<file path="src/rtl/hazard_control_unit_if.sv">
`default_nettype none
// ============================================================================
// Module   : hazard_control_unit_if
// Brief    : Pipeline-to-hazard-controller signal bundle. The slave modport
//            is the hazard controller; the master modport is the pipeline.
// Revision : 1.0  initial release
// ============================================================================
interface hazard_control_unit_if #(
    parameter int CNT_W = 32
);
    // Register addresses per stage
    logic [4:0]       Rs1D, Rs2D;
    logic [4:0]       Rs1E, Rs2E, RdE;
    logic [4:0]       RdM, RdW;
    // Per-stage control
    logic             RegWriteE, RegWriteM, RegWriteW;
    logic             ResultSrcE;
    logic             PCSrcE;
    logic             MulDivE;
    logic             MdDone;
    // Hazard controller results
    logic [1:0]       ForwardA_E, ForwardB_E;
    logic             StallF, StallD, StallE;
    logic             FlushD, FlushE;
    logic             BubbleM;
    logic             MdStart, MdBusy, MdError;
    logic [CNT_W-1:0] StallCnt, FlushCnt;

    modport slave (
        input  Rs1D, Rs2D, Rs1E, Rs2E, RdE, RdM, RdW,
        input  RegWriteE, RegWriteM, RegWriteW, ResultSrcE, PCSrcE, MulDivE, MdDone,
        output ForwardA_E, ForwardB_E, StallF, StallD, StallE, FlushD, FlushE,
        output BubbleM, MdStart, MdBusy, MdError, StallCnt, FlushCnt
    );

    modport master (
        output Rs1D, Rs2D, Rs1E, Rs2E, RdE, RdM, RdW,
        output RegWriteE, RegWriteM, RegWriteW, ResultSrcE, PCSrcE, MulDivE, MdDone,
        input  ForwardA_E, ForwardB_E, StallF, StallD, StallE, FlushD, FlushE,
        input  BubbleM, MdStart, MdBusy, MdError, StallCnt, FlushCnt
    );
endinterface
`default_nettype wire

</file>
<file path="src/rtl/hazard_control_unit.sv">
`default_nettype none
// ============================================================================
// Module   : hazard_control_unit
// Brief    : Forwarding selects, load-use stall, branch flush and mul/div
//            sequencing (IDLE/BUSY with timeout) for the 5-stage pipeline.
//            Optional macro HAZARD_PERF_CNT_EN enables the saturating
//            stall/flush performance counters (tied to 0 otherwise).
// Revision : 1.0  initial release
// ============================================================================
module hazard_control_unit #(
    parameter int MD_TIMEOUT = 64,
    parameter int CNT_W      = 32
) (
    input  logic                 clk,
    input  logic                 rst,
    hazard_control_unit_if.slave hz
);

    localparam int                c_TO_W    = $clog2(MD_TIMEOUT);
    localparam logic [c_TO_W-1:0] c_TO_LAST = c_TO_W'(MD_TIMEOUT - 1);

    typedef enum logic [0:0] {
        S_IDLE = 1'b0,
        S_BUSY = 1'b1
    } state_t;

    state_t            r_state;
    state_t            w_nextState;
    logic [c_TO_W-1:0] r_toCnt;
    logic              r_mdError;

    logic       w_lwStall;
    logic [1:0] w_fwdA, w_fwdB;
    logic       w_stallF, w_stallD, w_stallE;
    logic       w_flushD, w_flushE, w_bubbleM;
    logic       w_mdStart, w_mdBusy, w_setError;

    // M stage wins over W stage; x0 is never a forwarding source
    function automatic logic [1:0] fwdSel(
        input logic [4:0] rs,
        input logic       regWriteM,
        input logic [4:0] rdM,
        input logic       regWriteW,
        input logic [4:0] rdW
    );
        if (regWriteM && (rdM != 5'd0) && (rdM == rs))
            return 2'b10;
        else if (regWriteW && (rdW != 5'd0) && (rdW == rs))
            return 2'b01;
        else
            return 2'b00;
    endfunction

    // Forwarding selects and load-use detection, zero latency
    always_comb begin
        w_fwdA    = fwdSel(hz.Rs1E, hz.RegWriteM, hz.RdM, hz.RegWriteW, hz.RdW);
        w_fwdB    = fwdSel(hz.Rs2E, hz.RegWriteM, hz.RdM, hz.RegWriteW, hz.RdW);
        w_lwStall = hz.ResultSrcE && hz.RegWriteE && (hz.RdE != 5'd0) &&
                    ((hz.RdE == hz.Rs1D) || (hz.RdE == hz.Rs2D));
    end

    // FSM state register
    always_ff @(posedge clk or negedge rst) begin
        if (!rst) r_state <= S_IDLE;
        else      r_state <= w_nextState;
    end

    // Next state and hazard controls; branches beat load-use and mul/div
    // issue, and BUSY ignores everything except completion and timeout
    always_comb begin
        w_nextState = r_state;
        w_stallF    = 1'b0;
        w_stallD    = 1'b0;
        w_stallE    = 1'b0;
        w_flushD    = 1'b0;
        w_flushE    = 1'b0;
        w_bubbleM   = 1'b0;
        w_mdStart   = 1'b0;
        w_mdBusy    = 1'b0;
        w_setError  = 1'b0;
        case (r_state)
            S_IDLE: begin
                if (hz.PCSrcE) begin
                    // The dependent/mul-div instruction is squashed anyway
                    w_flushD = 1'b1;
                    w_flushE = 1'b1;
                end else if (hz.MulDivE) begin
                    // Front end already frozen, so a coincident load-use needs no flush
                    w_mdStart   = 1'b1;
                    w_stallF    = 1'b1;
                    w_stallD    = 1'b1;
                    w_stallE    = 1'b1;
                    w_bubbleM   = 1'b1;
                    w_nextState = S_BUSY;
                end else if (w_lwStall) begin
                    w_stallF = 1'b1;
                    w_stallD = 1'b1;
                    w_flushE = 1'b1;
                end
            end
            S_BUSY: begin
                w_mdBusy = 1'b1;
                if (hz.MdDone) begin
                    // Release this cycle so the result moves to M at the next edge
                    w_nextState = S_IDLE;
                end else if (r_toCnt == c_TO_LAST) begin
                    w_setError  = 1'b1;
                    w_nextState = S_IDLE;
                end else begin
                    w_stallF  = 1'b1;
                    w_stallD  = 1'b1;
                    w_stallE  = 1'b1;
                    w_bubbleM = 1'b1;
                end
            end
            default: w_nextState = S_IDLE;
        endcase
    end

    // Timeout counter: zero while idle, counts every BUSY cycle
    always_ff @(posedge clk or negedge rst) begin
        if (!rst)                  r_toCnt <= '0;
        else if (r_state == S_IDLE) r_toCnt <= '0;
        else                       r_toCnt <= r_toCnt + 1'b1;
    end

    // Sticky timeout flag, cleared only by reset
    always_ff @(posedge clk or negedge rst) begin
        if (!rst)            r_mdError <= 1'b0;
        else if (w_setError) r_mdError <= 1'b1;
    end

    // Every output reads 0 while reset is held, even the combinational ones
    assign hz.ForwardA_E = rst ? w_fwdA : 2'b00;
    assign hz.ForwardB_E = rst ? w_fwdB : 2'b00;
    assign hz.StallF     = rst & w_stallF;
    assign hz.StallD     = rst & w_stallD;
    assign hz.StallE     = rst & w_stallE;
    assign hz.FlushD     = rst & w_flushD;
    assign hz.FlushE     = rst & w_flushE;
    assign hz.BubbleM    = rst & w_bubbleM;
    assign hz.MdStart    = rst & w_mdStart;
    assign hz.MdBusy     = rst & w_mdBusy;
    assign hz.MdError    = r_mdError;

`ifdef HAZARD_PERF_CNT_EN
    logic [CNT_W-1:0] r_stallCnt, r_flushCnt;

    // Saturating performance counters
    always_ff @(posedge clk or negedge rst) begin
        if (!rst) begin
            r_stallCnt <= '0;
            r_flushCnt <= '0;
        end else begin
            if (w_stallF && (r_stallCnt != {CNT_W{1'b1}}))
                r_stallCnt <= r_stallCnt + CNT_W'(1);
            if ((w_flushD || w_flushE) && (r_flushCnt != {CNT_W{1'b1}}))
                r_flushCnt <= r_flushCnt + CNT_W'(1);
        end
    end

    assign hz.StallCnt = r_stallCnt;
    assign hz.FlushCnt = r_flushCnt;
`else
    assign hz.StallCnt = '0;
    assign hz.FlushCnt = '0;
`endif

endmodule
`default_nettype wire

</file>
<file path="src/flat_wrapper.sv">
// flat-port wrapper written by rule: the top's interface ports become plain ports
module hazard_control_unit_flat 
#(
    parameter int MD_TIMEOUT = 64,
    parameter int CNT_W      = 32
)
  (clk, rst, hz_Rs1D, hz_Rs2D, hz_Rs1E, hz_Rs2E, hz_RdE, hz_RdM, hz_RdW, hz_RegWriteE, hz_RegWriteM, hz_RegWriteW, hz_ResultSrcE, hz_PCSrcE, hz_MulDivE, hz_MdDone, hz_ForwardA_E, hz_ForwardB_E, hz_StallF, hz_StallD, hz_StallE, hz_FlushD, hz_FlushE, hz_BubbleM, hz_MdStart, hz_MdBusy, hz_MdError, hz_StallCnt, hz_FlushCnt);
  hazard_control_unit_if #(.CNT_W(CNT_W)) hz_i ();
  input  logic clk;
  input  logic rst;
  input wire logic [$bits(hz_i.Rs1D)-1:0] hz_Rs1D;
  input wire logic [$bits(hz_i.Rs2D)-1:0] hz_Rs2D;
  input wire logic [$bits(hz_i.Rs1E)-1:0] hz_Rs1E;
  input wire logic [$bits(hz_i.Rs2E)-1:0] hz_Rs2E;
  input wire logic [$bits(hz_i.RdE)-1:0] hz_RdE;
  input wire logic [$bits(hz_i.RdM)-1:0] hz_RdM;
  input wire logic [$bits(hz_i.RdW)-1:0] hz_RdW;
  input wire logic [$bits(hz_i.RegWriteE)-1:0] hz_RegWriteE;
  input wire logic [$bits(hz_i.RegWriteM)-1:0] hz_RegWriteM;
  input wire logic [$bits(hz_i.RegWriteW)-1:0] hz_RegWriteW;
  input wire logic [$bits(hz_i.ResultSrcE)-1:0] hz_ResultSrcE;
  input wire logic [$bits(hz_i.PCSrcE)-1:0] hz_PCSrcE;
  input wire logic [$bits(hz_i.MulDivE)-1:0] hz_MulDivE;
  input wire logic [$bits(hz_i.MdDone)-1:0] hz_MdDone;
  output wire logic [$bits(hz_i.ForwardA_E)-1:0] hz_ForwardA_E;
  output wire logic [$bits(hz_i.ForwardB_E)-1:0] hz_ForwardB_E;
  output wire logic [$bits(hz_i.StallF)-1:0] hz_StallF;
  output wire logic [$bits(hz_i.StallD)-1:0] hz_StallD;
  output wire logic [$bits(hz_i.StallE)-1:0] hz_StallE;
  output wire logic [$bits(hz_i.FlushD)-1:0] hz_FlushD;
  output wire logic [$bits(hz_i.FlushE)-1:0] hz_FlushE;
  output wire logic [$bits(hz_i.BubbleM)-1:0] hz_BubbleM;
  output wire logic [$bits(hz_i.MdStart)-1:0] hz_MdStart;
  output wire logic [$bits(hz_i.MdBusy)-1:0] hz_MdBusy;
  output wire logic [$bits(hz_i.MdError)-1:0] hz_MdError;
  output wire logic [$bits(hz_i.StallCnt)-1:0] hz_StallCnt;
  output wire logic [$bits(hz_i.FlushCnt)-1:0] hz_FlushCnt;
  assign hz_i.Rs1D = hz_Rs1D;
  assign hz_i.Rs2D = hz_Rs2D;
  assign hz_i.Rs1E = hz_Rs1E;
  assign hz_i.Rs2E = hz_Rs2E;
  assign hz_i.RdE = hz_RdE;
  assign hz_i.RdM = hz_RdM;
  assign hz_i.RdW = hz_RdW;
  assign hz_i.RegWriteE = hz_RegWriteE;
  assign hz_i.RegWriteM = hz_RegWriteM;
  assign hz_i.RegWriteW = hz_RegWriteW;
  assign hz_i.ResultSrcE = hz_ResultSrcE;
  assign hz_i.PCSrcE = hz_PCSrcE;
  assign hz_i.MulDivE = hz_MulDivE;
  assign hz_i.MdDone = hz_MdDone;
  assign hz_ForwardA_E = hz_i.ForwardA_E;
  assign hz_ForwardB_E = hz_i.ForwardB_E;
  assign hz_StallF = hz_i.StallF;
  assign hz_StallD = hz_i.StallD;
  assign hz_StallE = hz_i.StallE;
  assign hz_FlushD = hz_i.FlushD;
  assign hz_FlushE = hz_i.FlushE;
  assign hz_BubbleM = hz_i.BubbleM;
  assign hz_MdStart = hz_i.MdStart;
  assign hz_MdBusy = hz_i.MdBusy;
  assign hz_MdError = hz_i.MdError;
  assign hz_StallCnt = hz_i.StallCnt;
  assign hz_FlushCnt = hz_i.FlushCnt;
  hazard_control_unit #(.MD_TIMEOUT(MD_TIMEOUT), .CNT_W(CNT_W)) u_core (.clk(clk), .rst(rst), .hz(hz_i));
endmodule
</file>
<file path="config.mk">
export PLATFORM = sky130hd
export DESIGN_NAME = hazard_control_unit_flat
export DESIGN_NICKNAME = d
export VERILOG_FILES = /design/src/rtl/hazard_control_unit_if.sv /design/src/rtl/hazard_control_unit.sv /design/src/flat_wrapper.sv
export SDC_FILE = /design/constraint.sdc
export NUM_CORES = 1
export LEC_CHECK = 0
export CORE_MARGIN = 1.5
export CORE_UTILIZATION = 31
export CTS_CLUSTER_SIZE = 12
export DETAILED_ROUTE_END_ITERATION = 8
export GPL_TIMING_DRIVEN = 0
export PLACE_DENSITY_LB_ADDON = 0.12
export SLEW_MARGIN = 20
export SYNTH_ARGS = -nofsm -noshare
export SYNTH_HDL_FRONTEND = slang
export SYNTH_SLANG_ARGS = --single-unit
</file>
<file path="constraint.sdc">
create_clock -name clk -period 1.9 [get_ports clk]
set_input_delay 0.38 -clock clk [delete_from_list [all_inputs] [get_ports clk]]
set_output_delay 0.38 -clock clk [all_outputs]
set_load 0.02 [all_outputs]
</file>
* Word level (Yosys, flattened, before mapping)
Cells that the tools add are included.
** Word-level totals
- Flip-flop bits (word level) :: 8
- Bits of input ports :: 44
- Output and inout bits :: 77
- Logic and storage cells :: 57
** Operators by class
- Add/sub/neg operators :: 1
- Eq/ne operators :: 7
- Multiplexer cells :: 26
- Bitwise operators :: 7
- Reduce and logical (&&, ||, !) cells :: 13
** Operators with widths (count)
- == test 5 bit :: 6
- two-way mux 1 bit :: 19
- nonzero test 5 bit :: 3
- logical AND 1 bit :: 9
- two-way mux 2 bit :: 4
- adder 6 x 1 -> 6 bit, second input constant :: 1
- AND 1 bit :: 6
- == test 6 bit, second input constant :: 1
- two-way mux 6 bit :: 1
- one-hot mux 1 bit (2 select lines) :: 2
- logical OR 1 bit :: 1
- inverter 1 bit :: 1

* Longest topological paths before layout
Gate-level depths: netlist of the first run.
- Depth after elaboration :: 8
- Gate-level depth with buffers :: 6
- Depth with buffers taken out :: 5

* Least setup slack after synthesis of the first run
Ideal clock, no wire load.
- Kind :: reg2out
- Start :: reg u_core.r_toCnt[0]
- End :: out hz_StallF
- Data arrival time :: 1.677 ns
- Data required time :: 1.520 ns
- Setup slack :: -0.157 ns
- Cell stages (with the launch flop) :: 7
- Buffers on the path :: 1
- Cells stage by stage :: dfrtp_1 -> ha_1 -> and3_1 -> and3_1 -> o22ai_1 -> o2bb2ai_1 -> buf_4
** On the way
- Word-level cells in the longest chain between the ends :: 5
** RTL lines
- from (decl) :: line hazard_control_unit.sv:29 : logic [c_TO_W-1:0] r_toCnt;
- from (signal assigned) :: line hazard_control_unit.sv:124 : else r_toCnt <= r_toCnt + 1'b1;
- == test 6 bit :: line hazard_control_unit.sv:106 : end else if (r_toCnt == c_TO_LAST) begin
- two-way mux 1 bit (2 in series)
- one-hot mux 1 bit (2 select lines)
- AND 1 bit
- to (decl) :: line flat_wrapper.sv:27 : output wire logic [$bits(hz_i.StallF)-1:0] hz_StallF;
No other way between the ends.

* Final worst setup path of the first run
- Start :: in hz_RdM[3]
- End :: out hz_ForwardB_E[0]
** On the way
- Word-level cells in the longest chain between the ends :: 5
- Elaborated cells between the ends (all ways) :: 6
- Classes of those cells :: eq/ne: 1; mux: 2; reduce/logical: 3
** RTL lines
- from (decl) :: line flat_wrapper.sv:16 : input wire logic [$bits(hz_i.RdM)-1:0] hz_RdM;
- nonzero test 5 bit :: line hazard_control_unit.sv:46 : if (regWriteM && (rdM != 5'd0) && (rdM == rs))
- logical AND 1 bit :: line hazard_control_unit.sv:46
- logical AND 1 bit (*) :: line hazard_control_unit.sv:46
- two-way mux 2 bit (*) :: line hazard_control_unit.sv:46
- two-way mux 2 bit (*) :: line hazard_control_unit.sv:135 : assign hz.ForwardB_E = rst ? w_fwdB : 2'b00;
- to (decl) :: line flat_wrapper.sv:26 : output wire logic [$bits(hz_i.ForwardB_E)-1:0] hz_ForwardB_E;
Mark *: on every way between the ends. The rest lies on a longest branch, timed or not.

==> results of run 1 <==
==> flip-flops by register name (all words and copies together), names as in the netlist <==
name / cells
u_core.r_toCnt: 6
u_core.hz.MdError: 1
u_core.r_state: 1
==> through the flow <==
step,TNS [ns],cell area (um2)
final,-1.516,2352
after global routing,-2.081,2352
after CTS,-1.667,2344
after detailed placement,-11.95,2241
after global placement,-11.92,2241
after floorplan,-0.04255,1618
==> final cells by class <==
class                           count  area, um2
Inverter                            3      11.26
Clock buffer                        3      41.29
Multi-Input combinational cell    146      978.4
Fill cell                         390       1705
Buffer                             67      506.7
Sequential cell                     8      200.2
Timing Repair Buffer               64      551.8
Tap cell                           50      62.56
==> report_power, final <==
group	switching [mW]	internal, mW
Clock	0.0634	0.137
Sequential	0.00537	0.179
Combinational	0.262	0.240
==> kinds of logic (layout without fill, tap and decap cells) <==
logic type | after synthesis | count (layout) | synth area share
AOI/OAI and AO/OA | 9 | 9 | 0.05066
xor gates and xnor gates | 34 | 34 | 0.2233
adders and majority gates | 1 | 1 | 0.009379
buffers and inverters | 70 | 137 | 0.3827
DFF | 8 | 8 | 0.1501
other | 1 | 64 | 0.002812
and+or+nand+nor | 38 | 38 | 0.1810
==> cell usage in the layout, fill, tap and decap left out, drive strengths merged, types with 3 or more instances in the layout <==
| cell | Yosys | routed |
|---|---|---|
| xor2 | 26 | 26 |
| xnor2 | 8 | 8 |
| and2 | 8 | 8 |
| nor4 | 4 | 4 |
| conb | 1 | 64 |
| dfrtp | 8 | 8 |
| nand3 | 4 | 4 |
| inv | 3 | 3 |
| clkdlybuf4s50 | 0 | 9 |
| buf | 66 | 94 |
| clkbuf | 1 | 8 |
| dlygate4sd2 | 0 | 21 |
| or4 | 5 | 5 |
| nor2 | 4 | 4 |
==> synthesized netlist by cell type (all sizes together) <==
cell / number
inv: 3
ha: 1
a22oi: 1
nand2b: 2
nor4: 4
or2: 1
nor2: 4
clkbuf: 1
nand3: 4
nor3: 2
and2: 8
or4: 5
o21bai: 1
xor2: 26
o21ai: 1
conb: 1
o2bb2ai: 1
o41ai: 1
nand4: 1
and3: 2
o211ai: 2
o22ai: 1
buf: 66
a21oi: 1
xnor2: 8
nor2b: 2
nand4bb: 1
dfrtp: 8
nand2: 2
==> critical path, cell delays in order <==
cell and delay (ns):
buf_8 0.10, or4_4 0.54, o21ai_4 0.20, nor4_4 0.08, nor4_4 0.26, buf_4 0.18
==> metal layers <==
metal / global-route usage / up-vias / share of wire
met2: 0.2091 / 63 / 0.53
met1: 0.1303 / 517 / 0.37
li1: - / 661 / -
met4: 0.03750 / 0 / 0.0063
met5: 0 / - / 0
met3: 0.03247 / 2 / 0.10
==> path summary, 6_finish.rpt <==
kind                                                    start                             to  slack, ns  depth (start not counted)
worst min-delay path                                      rst       u_core.r_state$_DFF_PN0_       0.03                          1
max in group asynchronous                                 rst    u_core.r_toCnt[2]$_DFF_PN0_       1.69                          1
worst max register to register    u_core.r_toCnt[0]$_DFF_PN0_    u_core.r_toCnt[4]$_DFF_PN0_       0.65                          5
worst min register to register  u_core.hz.MdError$_DFFE_PN0P_  u_core.hz.MdError$_DFFE_PN0P_       0.47                          1
min in group clk                u_core.hz.MdError$_DFFE_PN0P_  u_core.hz.MdError$_DFFE_PN0P_       0.47                          1
worst max-delay path                                hz_RdM[3]               hz_ForwardB_E[0]      -0.22                          6
==> timing repair <==
| item | 4_1_cts | 5_1_grt |
|---|---|---|
| hold buffers | 0 | 0 |
| endpoints found under the setup margin | 12 | 11 |
| resized for setup | 146 | 12 |
| pin swaps | 24 | 6 |
| setup buffers | 6 | 3 |
==> results.cfg, run 1 <==
[status]
run_status = complete, but fails checks
violations = negative setup slack

[routing]
wire_per_inst_um = 8.853
avgViaCountPerCell = 3.645
num_vias = 1243
first_iter_violations = 15
route.detailed.drc = 0
dr.pass1.iters = 4
drt.antenna.violating_nets = 0
detail_route.wirelength_um = 3019

[setup_path]
crit_type = in -> out
cp.arrival_ns = 1.74
worst_setup_path_end_kind = output pin
crit_required_ns = 1.52
critPathMaxFanout = 2
critical_path.startpoint_type = input pin

[global_routing]
gr-total-overflow = 0
grt_pass1_wl_um = 4140
antenna_found_initial = 0
grtUsageTotal = 0.1159
grt_max_degree = 17
grt_pass1_vias = 955

[sta]
hold_viol = 0
fin_crit_sh = 1.117
fmax_mhz = 471.1
skew_ns = 0.002507
drv_slew = 0
whs_ns = 0.03048
setup_viol = 9
post-route-min-period_ns = 2.123
setup_slack_ns = -0.2228
rsz0062_at_grt = true

[power_and_ir_drop]
totalPowerFinal_mw = 0.8864
ir_drop_uv = 195.0
power_density_nw_per_um2 = 376.8
p_leak_nw = 1.296

[synthesis]
yosysSeqAreaShare = 0.1501
syn_area_um2 = 1334
ys_seq_elements = 8
synth_area_leader_cell = buf_4
yosysUniqueCellTypes = 31
synth_cells = 161
synthTopCellsByArea = buf_4 (37%), xor2_1 (17%), dfrtp_1 (15%)
synth_top_cell_area_share = 0.3715
postSynthAreaPerCell_um2 = 8.284
yosys_warnings = 0

[cells_and_area]
fin_cells = 341
drive_gt1_frac = 0.4192
antenna_cells = 0
utilization = 0.5797
synthToLayoutAreaGrowth_pct = 76.36
finalNetCount = 338

[floorplan]
die_h_um = 68.60
start_util = 0.3287
rows = 23
core_um2 = 4058
ioPinCount = 121
die_width_um = 68.60
dieArea_um2 = 4705

[clock_tree]
cts_buffers = 3
clockRootBuffer = clkbuf_8
clkTransAtPathRegs_ns = 0.04
numClockSinks = 8
cts_tree = built
clkLatencyLatePin_ns = 0.22
clk_path_buf_depth = 2
htree_levels = 1

[job]
maxCapViolCount = 0

[placement]
io_buffer_count = 56
place_ws_ns = -1.541
gp_congestion = 0.7420
dp_hpwl_um = 2525
dp_cells = 330

[min_path]
min_path_type = in -> async
Power figures use the tool's default switching activity.
==> run 2, diff against run 1 <==
SLEW_MARGIN = 15   (was 20)
==> results of run 2 <==
No change in the layout: final DEF, timing and power equal those of run 1.
==> run 3, diff against run 2 <==
--- a/config.mk
+++ b/config.mk
@@ -8,7 +8,9 @@
 export CORE_MARGIN = 1.5
-export CORE_UTILIZATION = 31
+export CORE_UTILIZATION = 64
 export CTS_CLUSTER_SIZE = 12
 export DETAILED_ROUTE_END_ITERATION = 8
+export DONT_BUFFER_PORTS = 1
 export GPL_TIMING_DRIVEN = 0
 export PLACE_DENSITY_LB_ADDON = 0.12
+export RECOVER_POWER = 25
 export SLEW_MARGIN = 15
--- a/constraint.sdc
+++ b/constraint.sdc
@@ -3,2 +3,2 @@
 set_output_delay 0.38 -clock clk [all_outputs]
-set_load 0.02 [all_outputs]
+set_load 0.005 [all_outputs]
==> results.cfg, run 3 (synthesis results as in run 1) <==
[setup_path]
crit_type = reg -> out
cp_cell_sequence = ha_2, and3_4, and3_4, o22ai_4, o2bb2ai_2, buf_4
reg2reg_slack_ns = 0.57
cpPeakStageDelay_ns = 0.40
worst_setup_path_end_kind = output pin
r2r_cells = 5
critPathMaxFanout = 3
worst-path-buf-inv = 1
critical_path.startpoint_type = flop
rr_startpoint = u_core.r_toCnt[1]$_DFF_PN0_
cpMaxStageDelayCell = dfrtp_1
cp.arrival_ns = 1.68
crit_required_ns = 1.52
rr_endpoint = u_core.r_state$_DFF_PN0_
crit_top_cell = and3_4
cp_top_family = flip-flops

[routing]
avgViaCountPerCell = 4.381
first_iter_violations = 14
wire_per_inst_um = 12.45
num_vias = 1139
route.detailed.drc = 0
drt.antenna.violating_nets = 0
detail_route.wirelength_um = 3238
dr.pass1.iters = 4

[placement]
dp_hpwl_um = 2555
place_ws_ns = -0.09386
io_buffer_count = 0
dp_cells = 251
placed_cell_area_um2 = 1604
gp_congestion = 0.7258

[cells_and_area]
layout_commonest_cell = buf_4
finalNetCount = 280
synthToLayoutAreaGrowth_pct = 28.52
fin_area_um2 = 1714
antenna_cells = 0
fin_cells = 260
final_cell_mix = buf_4 (70), conb_1 (64), xor2_1 (26), xnor2_1 (8), dfrtp_1 (8)
multi_input_area_um2 = 894.6
largest_reg_flops = 6
utilization = 0.8737
drive_gt1_frac = 0.3734
n_fill_cell = 119
regArea_um2 = 200.2
top_register = u_core.r_toCnt

[min_path]
min_path_type = in -> reg
min_from = hz_MdDone
whs_path_depth = 2
holdPathEnd = u_core.hz.MdError$_DFFE_PN0P_

[power_and_ir_drop]
totalPowerFinal_mw = 0.5902
power_density_nw_per_um2 = 344.3
ir_drop_uv = 529.4
p_leak_nw = 0.9723

[global_routing]
gr-total-overflow = 0
grt_pass1_vias = 1073
grt_pass1_wl_um = 4726
antenna_found_initial = 0
grt_max_degree = 11
grtUsageTotal = 0.2564

[sta]
whs_ns = 0.3955
finalSetupTns_ns = -0.4276
rsz0062_at_grt = true
drv_slew = 0
post-route-min-period_ns = 2.065
fmax_mhz = 484.3
setup_slack_ns = -0.1648
fin_crit_sh = 1.087
setup_viol = 4
hold_viol = 0
skew_ns = 0.003770

[clock_tree]
clkLatencyLatePin_ns = 0.27
clk_path_buf_depth = 2
clockRootBuffer = clkbuf_4
cts_tree = built
numClockSinks = 8
cts_buffers = 3
htree_levels = 1
clkTransAtPathRegs_ns = 0.06

[floorplan]
die_width_um = 48.65
dieArea_um2 = 2367
rows = 16
die_h_um = 48.65
start_util = 0.6798
core_um2 = 1962
ioPinCount = 121

[status]
violations = negative setup slack
run_status = complete, but fails checks

[job]
maxCapViolCount = 0
-- run 3: layout make-up --
cell class	instances	share of cell area
Sequential cell	8	0.1168
Tap cell	27	0.01971
Buffer	67	0.2942
Inverter	3	0.006569
Timing Repair Buffer	6	0.02774
Multi-Input combinational cell	146	0.5219
Clock buffer	3	0.01314
-- run 3: layer usage --
layer | wire [um] | GRT usage | share of wire
met2 | 1860 | 0.5205 | 0.57
met5 | 0 | 0 | 0
met1 | 1006 | 0.2291 | 0.31
met3 | 304 | 0.07716 | 0.094
met4 | 65 | 0.1000 | 0.020
-- run 3: timing repair --
item / 4_1_cts / 5_1_grt
endpoints found under the setup margin: 4 / 6
pin swaps: 3 / 0
endpoints found under the hold margin: 8 / 0
gates resized for setup: 8 / 3
gates cloned: 0 / 0
setup buffers: 5 / 0
hold buffers: 1 / 0
-- run 3: power breakdown --
part / switching [mW] / leakage, nW / internal [mW]
combinational: 0.111 / 0.849 / 0.157
clock: 0.0644 / 0.0138 / 0.0727
sequential: 0.00649 / 0.109 / 0.178
total: 0.182 / 0.972 / 0.408
-- run 3: how the worst max path moves through the flow --
stage,slack (ns),start,depth (start not counted),end
2_1_floorplan,0.04,u_core.r_toCnt[0]$_DFF_PN0_,6,hz_StallF
3_3_place_gp,-0.08,u_core.r_toCnt[0]$_DFF_PN0_,6,hz_StallF
3_5_place_dp,-0.09,u_core.r_toCnt[0]$_DFF_PN0_,6,hz_StallF
4_1_cts,-0.12,u_core.r_toCnt[1]$_DFF_PN0_,6,hz_StallF
5_1_grt,-0.21,u_core.r_toCnt[1]$_DFF_PN0_,6,hz_StallF
6_report,-0.16,u_core.r_toCnt[1]$_DFF_PN0_,6,hz_StallF
